==> src/rtl/fetch_sequencer.sv <==
// fetch_sequencer: fetches 16/32-bit instructions halfword by halfword from
// instruction memory and presents them to the decoder with a valid/ready
// handshake. A redirect from execute overrides everything and costs one
// idle bubble cycle.
// Optional build macro FETCH_SEQ_PERF_EN adds retired/stall counters.
module fetch_sequencer #(
    parameter int                   PC_WIDTH = 24,
    parameter logic [PC_WIDTH-1:0]  RESET_PC = '0
) (
    input  logic                clock,
    input  logic                reset,
    output logic                imem_req,
    output logic [PC_WIDTH-1:0] imem_addr,
    input  logic                imem_ack,
    input  logic [15:0]         imem_data,
    input  logic                branch_valid,
    input  logic [PC_WIDTH-1:0] branch_target,
    output logic                instr_valid,
    input  logic                instr_ready,
    output logic [31:0]         instr_word,
    output logic                instr_is32,
    output logic [PC_WIDTH-1:0] instr_pc
`ifdef FETCH_SEQ_PERF_EN
    ,
    output logic [31:0]         perf_instr_count,
    output logic [31:0]         perf_stall_count
`endif
);

    typedef enum logic [1:0] {
        FETCH_LO,
        FETCH_HI,
        HOLD,
        REDIRECT
    } state_t;

    localparam logic [PC_WIDTH-1:0] PC_ONE = PC_WIDTH'(1);

    state_t              state_q, state_d;
    logic [PC_WIDTH-1:0] pc_q, pc_d;
    logic [31:0]         instr_word_q, instr_word_d;
    logic                instr_is32_q, instr_is32_d;
    logic [PC_WIDTH-1:0] instr_pc_q, instr_pc_d;

    // Next-state logic: a redirect wins over any same-cycle ack or handshake.
    always_comb begin
        state_d      = state_q;
        pc_d         = pc_q;
        instr_word_d = instr_word_q;
        instr_is32_d = instr_is32_q;
        instr_pc_d   = instr_pc_q;

        unique case (state_q)
            FETCH_LO: begin
                if (imem_ack) begin
                    instr_word_d = {16'h0000, imem_data};
                    instr_pc_d   = pc_q;
                    instr_is32_d = 1'b0;
                    pc_d         = pc_q + PC_ONE;
                    state_d      = imem_data[15] ? FETCH_HI : HOLD;
                end
            end
            FETCH_HI: begin
                if (imem_ack) begin
                    instr_word_d = {imem_data, instr_word_q[15:0]};
                    instr_is32_d = 1'b1;
                    pc_d         = pc_q + PC_ONE;
                    state_d      = HOLD;
                end
            end
            HOLD: begin
                if (instr_ready) begin
                    state_d = FETCH_LO;
                end
            end
            REDIRECT: begin
                state_d = FETCH_LO;
            end
            default: begin
                state_d = FETCH_LO;
            end
        endcase

        if (branch_valid) begin
            instr_word_d = instr_word_q;
            instr_is32_d = instr_is32_q;
            instr_pc_d   = instr_pc_q;
            pc_d         = branch_target;
            state_d      = REDIRECT;
        end
    end

    // State, program counter and presented-instruction registers.
    always_ff @(posedge clock or posedge reset) begin
        if (reset) begin
            state_q      <= FETCH_LO;
            pc_q         <= RESET_PC;
            instr_word_q <= '0;
            instr_is32_q <= 1'b0;
            instr_pc_q   <= '0;
        end else begin
            state_q      <= state_d;
            pc_q         <= pc_d;
            instr_word_q <= instr_word_d;
            instr_is32_q <= instr_is32_d;
            instr_pc_q   <= instr_pc_d;
        end
    end

    // Outputs depend only on state, so the address is stable while waiting for ack.
    always_comb begin
        imem_req    = (state_q == FETCH_LO) || (state_q == FETCH_HI);
        imem_addr   = pc_q;
        instr_valid = (state_q == HOLD);
        instr_word  = instr_word_q;
        instr_is32  = instr_is32_q;
        instr_pc    = instr_pc_q;
    end

`ifdef FETCH_SEQ_PERF_EN
    logic [31:0] perf_instr_count_q, perf_instr_count_d;
    logic [31:0] perf_stall_count_q, perf_stall_count_d;

    // Count accepted instructions and cycles where the decoder back-pressures.
    always_comb begin
        perf_instr_count_d = perf_instr_count_q;
        perf_stall_count_d = perf_stall_count_q;
        if (instr_valid && instr_ready) begin
            perf_instr_count_d = perf_instr_count_q + 32'd1;
        end
        if (instr_valid && !instr_ready) begin
            perf_stall_count_d = perf_stall_count_q + 32'd1;
        end
    end

    // Counter registers, free-running and wrapping.
    always_ff @(posedge clock or posedge reset) begin
        if (reset) begin
            perf_instr_count_q <= '0;
            perf_stall_count_q <= '0;
        end else begin
            perf_instr_count_q <= perf_instr_count_d;
            perf_stall_count_q <= perf_stall_count_d;
        end
    end

    assign perf_instr_count = perf_instr_count_q;
    assign perf_stall_count = perf_stall_count_q;
`endif

endmodule

==> config.mk <==
export PLATFORM = sky130hd
export DESIGN_NAME = fetch_sequencer
export DESIGN_NICKNAME = d
export VERILOG_FILES = /design/src/rtl/fetch_sequencer.sv
export SDC_FILE = /design/constraint.sdc
export NUM_CORES = 1
export LEC_CHECK = 0
export CAP_MARGIN = 10
export CORE_MARGIN = 2
export CORE_UTILIZATION = 45
export CTS_CLUSTER_DIAMETER = 100
export DETAILED_ROUTE_END_ITERATION = 8
export PLACE_DENSITY = 0.83
export SLEW_MARGIN = 20
export SYNTH_ARGS = -nofsm -noshare
export SYNTH_HDL_FRONTEND = slang
export SYNTH_SLANG_ARGS = --single-unit
==> constraint.sdc <==
create_clock -name clock -period 3.15 [get_ports clock]
set_input_delay 0.4725 -clock clock [delete_from_list [all_inputs] [get_ports clock]]
set_output_delay 0.4725 -clock clock [all_outputs]
set_load 0.01 [all_outputs]
==> summary.md, run 1 <==
| Metric | Value |
|---|---|
| Leakage | 2.15 nW |
| Critical Path End Type | output port |
| Largest family of logic cells by synthesized area | simple AND/OR/NAND/NOR gates |
| I/O pins | 128 |
| Hold Crit Class | register to register |
| Avg Vias per Cell | 5.31 |
| Post-synth EDFFs | 0 |
| Area leader, netlist | dfrtp_1 |
| Mapped Cells | 324 |
| Area added between synthesis and finish | 45.1% |
| Antenna cell count | 0 |
| Clock sinks | 83 |
| Status | finished, final reports clean |
| Max-cap violations | 0 |
| Port buffer count | 127 |
| Initial antenna violation count | 0 |
| Cts hold-fix bufs | 0 |
| Synth cell types | 38 |
| Wire length per cell | 16.4 um |
| Clock Skew | 0.00978 ns |
| Critical Path Source Type | register |
| # fillers | 601 |
| Rows | 32 |
| Vias in the first global route | 2916 |
| Synthesized cell area | 3650 sq um |
| Clock root buffer | clkbuf_8 |
| Worst skew pair latency | 0.34 ns |
| Gr usage total | 21.1% |
| Detailed Route WL | 9150 um |
| Clock transition at path regs | 0.08 ns |
| Slew @ Worst Pin | 0.769 ns |
| Pwr Total | 3.34 mW |
| GPL Wtd Cong | 0.767 |
| Via count | 2971 |
| GR Overflow Total | 0 |
| Post-CTS setup buffers | 0 |
| Synth Area in Adders | 0.343% |
| # setup viols final | 0 |
| Die area | 8850 sq um |
| FMAX | 0.439 GHz |
| CTS H-tree depth | 3 |
| Multiplexer area fraction after synthesis | 13.2% |
| Slew Viols, Final | 0 |
| Setup TNS | 0 ns |
| Required time worst endpoint | 2.68 ns |
| Layout Nets | 498 |
| Yosys warns | 0 |
| PD cells | 631 nW/um^2 |
| CTS Buf Count | 9 |
| Die Y | 94.1 um |
| Compound-Gate Fraction of Synth Area | 8.29% |
| Seq/Total Area, Yosys | 56.9% |
| Post-DRT Antenna Nets | 0 |
| Max-slew headroom | 48.7% |
| XOR/XNOR Fraction of Synth Area | 3.12% |
| Post-synthesis register bit count | 83 |
| Avg Cell Area, Syn | 11.3 sq um |
| CTS Buffer Depth | 2 |
| Final worst-path cycle share | 72.3% |
| Pin count of the biggest net entering global routing | 51 |
| Arr. time, crit path | 1.81 ns |
| Asr flop ratio synth | 100% |
| Pre-Repair DR Iteration Count | 4 |
| First-pass GRT wire length | 14600 um |
| RSZ-0062 raised after global routing | false |
| Post-CTS Resized | 0 |
| Synth top area share | 56.9% |
| Simple-gate share of the synthesized area | 15.8% |
| Initial Util | 46.8% |
| Horiz. Die Dim | 94.1 um |
| Synth Net Count | 370 |
| Layout cells sized above 1 | 15.1% |
| CTS tree | built |
| Top cells by area, synth | dfrtp_1 57%, mux2_2 13%, nand2_1 5.7% |
| Core area | 7810 sq um |
| Starting DRT DRC Count | 135 |
| Min Tclk post-route | 2.28 ns |
| Remaining DRCs | 0 |
| Crit-path max FO | 22 |
| Post-synth top flop | dfrtp_1 |
| Maximum VDD drop | 0.000399 V |
| Setup Crit Path Kind | register to output port |
| DP HPWL | 6630 um |
| Final Hold Vio Count | 0 |
power by group:
group          switching [mW]  total, mW  internal (mW)  leakage (nW)
Combinational           0.358      0.962          0.604          1.02
Clock                   0.369      0.915          0.546         0.123
Sequential              0.172       1.47           1.29          1.01
Total                   0.899       3.34           2.44          2.15
stage by stage:
stage	hold slack (ns)	cells	instance area [sq um]	setup WS, ns	util, %
3_3_place_gp	0.462	543	5060	0.663	64.8
2_1_floorplan	0.499	324	3650	0.541	-
6_report	0.482	559	5300	0.871	67.9
4_1_cts	0.486	559	5300	0.848	67.9
5_1_grt	0.504	559	5300	0.707	67.9
3_5_place_dp	0.470	543	5060	0.593	64.8
critical path: stages (launching register included):
cell and delay [ns]:
dfrtp_1 0.85, nor2_1 0.11, clkdlybuf4s50_1 0.51
path summary, 6_finish.rpt:
path | start | end | slack [ns] | depth (start not counted)
min | instr_word[18] | instr_word[18] | 0.48 | 2
min in group asynchronous | reset | instr_word[19] | 0.51 | 2
max in group asynchronous | reset | instr_pc[21] | 1.97 | 3
max | state_q[0] | instr_valid | 0.87 | 2
max reg2reg | imem_addr[0] | imem_addr[18] | 0.99 | 5
min reg2reg | instr_word[18] | instr_word[18] | 0.48 | 2
area by class of cell:
type / instances / area (sq um) / area share, %
clock buffer: 11 / 141 / 2.67
inverter: 4 / 16.3 / 0.307
clock inverter: 5 / 100 / 1.89
sequential: 83 / 2080 / 39.2
timing repair buffer: 133 / 1340 / 25.3
multi-input combinational: 221 / 1490 / 28.2
tap: 102 / 128 / 2.41
cell usage after synthesis (2+ instances only):
cell / number
a31oi_1: 9
and4_1: 4
buf_2: 4
clkbuf_1: 11
dfrtp_1: 83
inv_1: 4
mux2_2: 41
mux2i_1: 2
nand2_1: 55
nand3_1: 5
nand4_1: 10
nor2_1: 12
nor2b_1: 2
nor4_1: 5
o21ai_0: 33
o31ai_1: 6
or4_1: 6
xnor2_1: 7
xor2_1: 6
placed cells by master, fill, tap and decap left out, drive strengths merged, types with 2 or more instances in the layout:
master         instances
xnor2                  7
nor4                   5
clkbuf                11
nand3                  6
or4                    6
o21ai                 33
mux2i                  2
clkdlybuf4s50        127
buf                    6
clkinv                 3
nand4                 10
o31ai                  6
bufinv                 3
nor2b                  2
xor2                   6
dfrtp                 83
nand2                 55
or3                    3
inv                    3
a31oi                  9
nor2                  12
and4                   4
mux2                  41
cells by family after synthesis:
kind of cell               Yosys count
adders and majority gates            1
and+or+nand+nor                    112
DFF                                 83
AOI/OAI and AO/OA                   52
xor gates and xnor gates            13
buffers and inverters               20
muxes                               43
state kept, by name, indices dropped and copies added, names as in the netlist:
signal      cells
instr_word     32
imem_addr      24
instr_pc       24
state_q         2
instr_is32      1
routing by layer:
metal	global-route usage [%]	vias up	wire length (um)	share of wire, %
li1	-	1426	-	-
met1	28.5	1445	3920	43
met2	34.7	93	4640	51
met3	3.85	7	485	5.3
met4	6.40	0	97	1.1
met5	0	-	0	0
Note: power is estimated with default switching activity, not from simulation.
==> run 2: changes to the inputs <==
==> constraint.sdc (replaced) <==
create_clock -name clock -period 2.2 [get_ports clock]
set_input_delay 0.33 -clock clock [delete_from_list [all_inputs] [get_ports clock]]
set_output_delay 0.33 -clock clock [all_outputs]
set_load 0.01 [all_outputs]
==> run 2 against run 1 <==
Net effect:
- register-to-register slack worse by 0.83 ns
- die area unchanged
- global-route usage up 1.9 points
- first-iteration DRC count down 17%
- non-clock buffer count up 10
==> summary.md, run 2 (same netlist as run 1, synthesis figures left out) <==
| Metric | Value |
|---|---|
| Remaining DRCs | 0 |
| Critical Path Source Type | register |
| RSZ-0062 raised after global routing | false |
| Critical Path End Type | register |
| Initial Util | 46.8% |
| Final worst-path cycle share | 92.8% |
| Min Tclk post-route | 2.04 ns |
| Worst Hold Slack | 0.391 ns |
| Sw power | 1.31 mW |
| Layout cells sized above 1 | 17.1% |
| GR Overflow Total | 0 |
| Commonest cells after routing, fill and taps aside | 127 x clkdlybuf4s50_1, 83 x dfrtp_1, 55 x nand2_1 |
| Via count | 3040 |
| Pin count of the biggest net entering global routing | 38 |
| Pre-Repair DR Iteration Count | 4 |
| Slew Viols, Final | 0 |
| Clock sinks | 83 |
| GPL Wtd Cong | 0.798 |
| First-pass GRT wire length | 15700 um |
| Most common cell after layout, fill and taps aside | clkdlybuf4s50_1 |
| Status | finished, final reports clean |
| Pwr Total | 4.83 mW |
| Clock root buffer | clkbuf_8 |
| Clock Skew | 0.0138 ns |
| Initial antenna violation count | 0 |
| I/O pins | 128 |
| DP HPWL | 6890 um |
| # setup viols final | 0 |
| Wire length per cell | 16.9 um |
| Die Y | 94.1 um |
| Setup TNS | 0 ns |
| Avg Vias per Cell | 5.34 |
| Worst setup margin | 0.159 ns |
| Final Hold Vio Count | 0 |
| Antenna cell count | 0 |
| Reg power frac | 43.1% |
| Port buffer count | 127 |
| Leakage | 2.20 nW |
| Required time worst endpoint | 2.47 ns |
| Internal | 3.52 mW |
| Pre-CTS setup slack | 0.000884 ns |
| CTS Buf Count | 9 |
| Max-cap violations | 0 |
| Combinational share of power | 29.3% |
| Post-CTS Resized | 0 |
| Rows | 32 |
| Crit-path max FO | 10 |
| Worst skew pair latency | 0.35 ns |
| Setup Crit Path Kind | register to register |
| Layout Nets | 508 |
| Slew @ Worst Pin | 0.589 ns |
| Clock power share | 27.6% |
| Clock transition at path regs | 0.09 ns |
| Area added between synthesis and finish | 47.8% |
| Sw frac | 27.2% |
| Die area | 8850 sq um |
| CTS H-tree depth | 3 |
| Cts hold-fix bufs | 0 |
| Post-DRT Antenna Nets | 0 |
| Hold Crit Class | input port to async pin |
| Horiz. Die Dim | 94.1 um |
| Maximum VDD drop | 0.000470 V |
| FMAX | 0.490 GHz |
| Max-slew headroom | 60.7% |
| Detailed Route WL | 9620 um |
| Starting DRT DRC Count | 112 |
| CTS tree | built |
| Post-CTS setup buffers | 0 |
| PD cells | 895 nW/um^2 |
| Arr. time, crit path | 2.31 ns |
| R2R depth | 5 |
| Gr usage total | 22.9% |
| CTS Buffer Depth | 2 |
| Vias in the first global route | 3103 |
| Core area | 7810 sq um |
| Largest register FFs | 32 |
-- run 2: changes by cell type in the layout (fill, tap and decap cells not counted) --
cell and delta:
clkinvlp_4 +1, clkinv_2 -2, clkinv_4 +2, buf_4 +9, clkbuf_1 -1, buf_12 +1
-- run 2: final timing paths --
path / startpoint / slack (ns) / endpoint
min in group clock: instr_word[30] / 0.49 / instr_word[30]
worst max register to register: imem_addr[1] / 0.16 / imem_addr[18]
max in group asynchronous: reset / 1.22 / imem_addr[12]
worst min register to register: instr_word[30] / 0.49 / instr_word[30]
worst max-delay path: imem_addr[1] / 0.16 / imem_addr[18]
worst min-delay path: reset / 0.39 / instr_word[18]
-- run 2: cell type report --
class	count	area (sq um)
Fill cell	612	2410
Sequential cell	83	2080
Multi-Input combinational cell	221	1490
Timing Repair Buffer	143	1430
Clock buffer	10	138
Tap cell	102	128
Clock inverter	6	113
Inverter	4	18.8
-- run 2: worst max-delay path, stage by stage, from the launching register on --
cell	delay (ns)
dfrtp_1	0.46
ha_1	0.26
nand3b_1	0.11
or3_4	0.43
or4_1	0.53
a31oi_1	0.17
-- run 2: through the flow --
step           utilization (%)  std cells  instance area (sq um)
3_5_place_dp              65.9        553                   5150
5_1_grt                   69.1        569                   5400
3_3_place_gp              65.9        553                   5150
2_1_floorplan                -        324                   3650
4_1_cts                   69.1        569                   5400
6_report                  69.1        569                   5400
-- run 2: power groups by stage --
stage                     Sequential, mW  Combinational, mW  Clock [mW]
final                               2.08               1.42        1.33
after global routing                2.13               1.52        1.42
after CTS                           2.08               1.44        1.35
after detailed placement            2.11               1.43           0
after global placement              2.08               1.40           0
after floorplan                     2.24              0.384           0
-- run 2: metal layers --
metal | global-route usage [%] | wire [um] | vias up
met4 | 9.18 | 252 | 0
met3 | 3.93 | 486 | 23
met2 | 37.6 | 4760 | 102
met5 | 0 | 0 | -
li1 | - | - | 1437
met1 | 30.4 | 4120 | 1478
==> run 3: changes to the inputs <==
--- a/config.mk
+++ b/config.mk
@@ -10,8 +10,8 @@
 export CORE_UTILIZATION = 45
 export CTS_CLUSTER_DIAMETER = 100
 export DETAILED_ROUTE_END_ITERATION = 8
+export HOLD_SLACK_MARGIN = 0.12
 export PLACE_DENSITY = 0.83
-export SLEW_MARGIN = 20
 export SYNTH_ARGS = -nofsm -noshare
 export SYNTH_HDL_FRONTEND = slang
 export SYNTH_SLANG_ARGS = --single-unit
==> results of run 3 <==
Same layout as run 2: the final DEF is identical, and so are final timing and power.
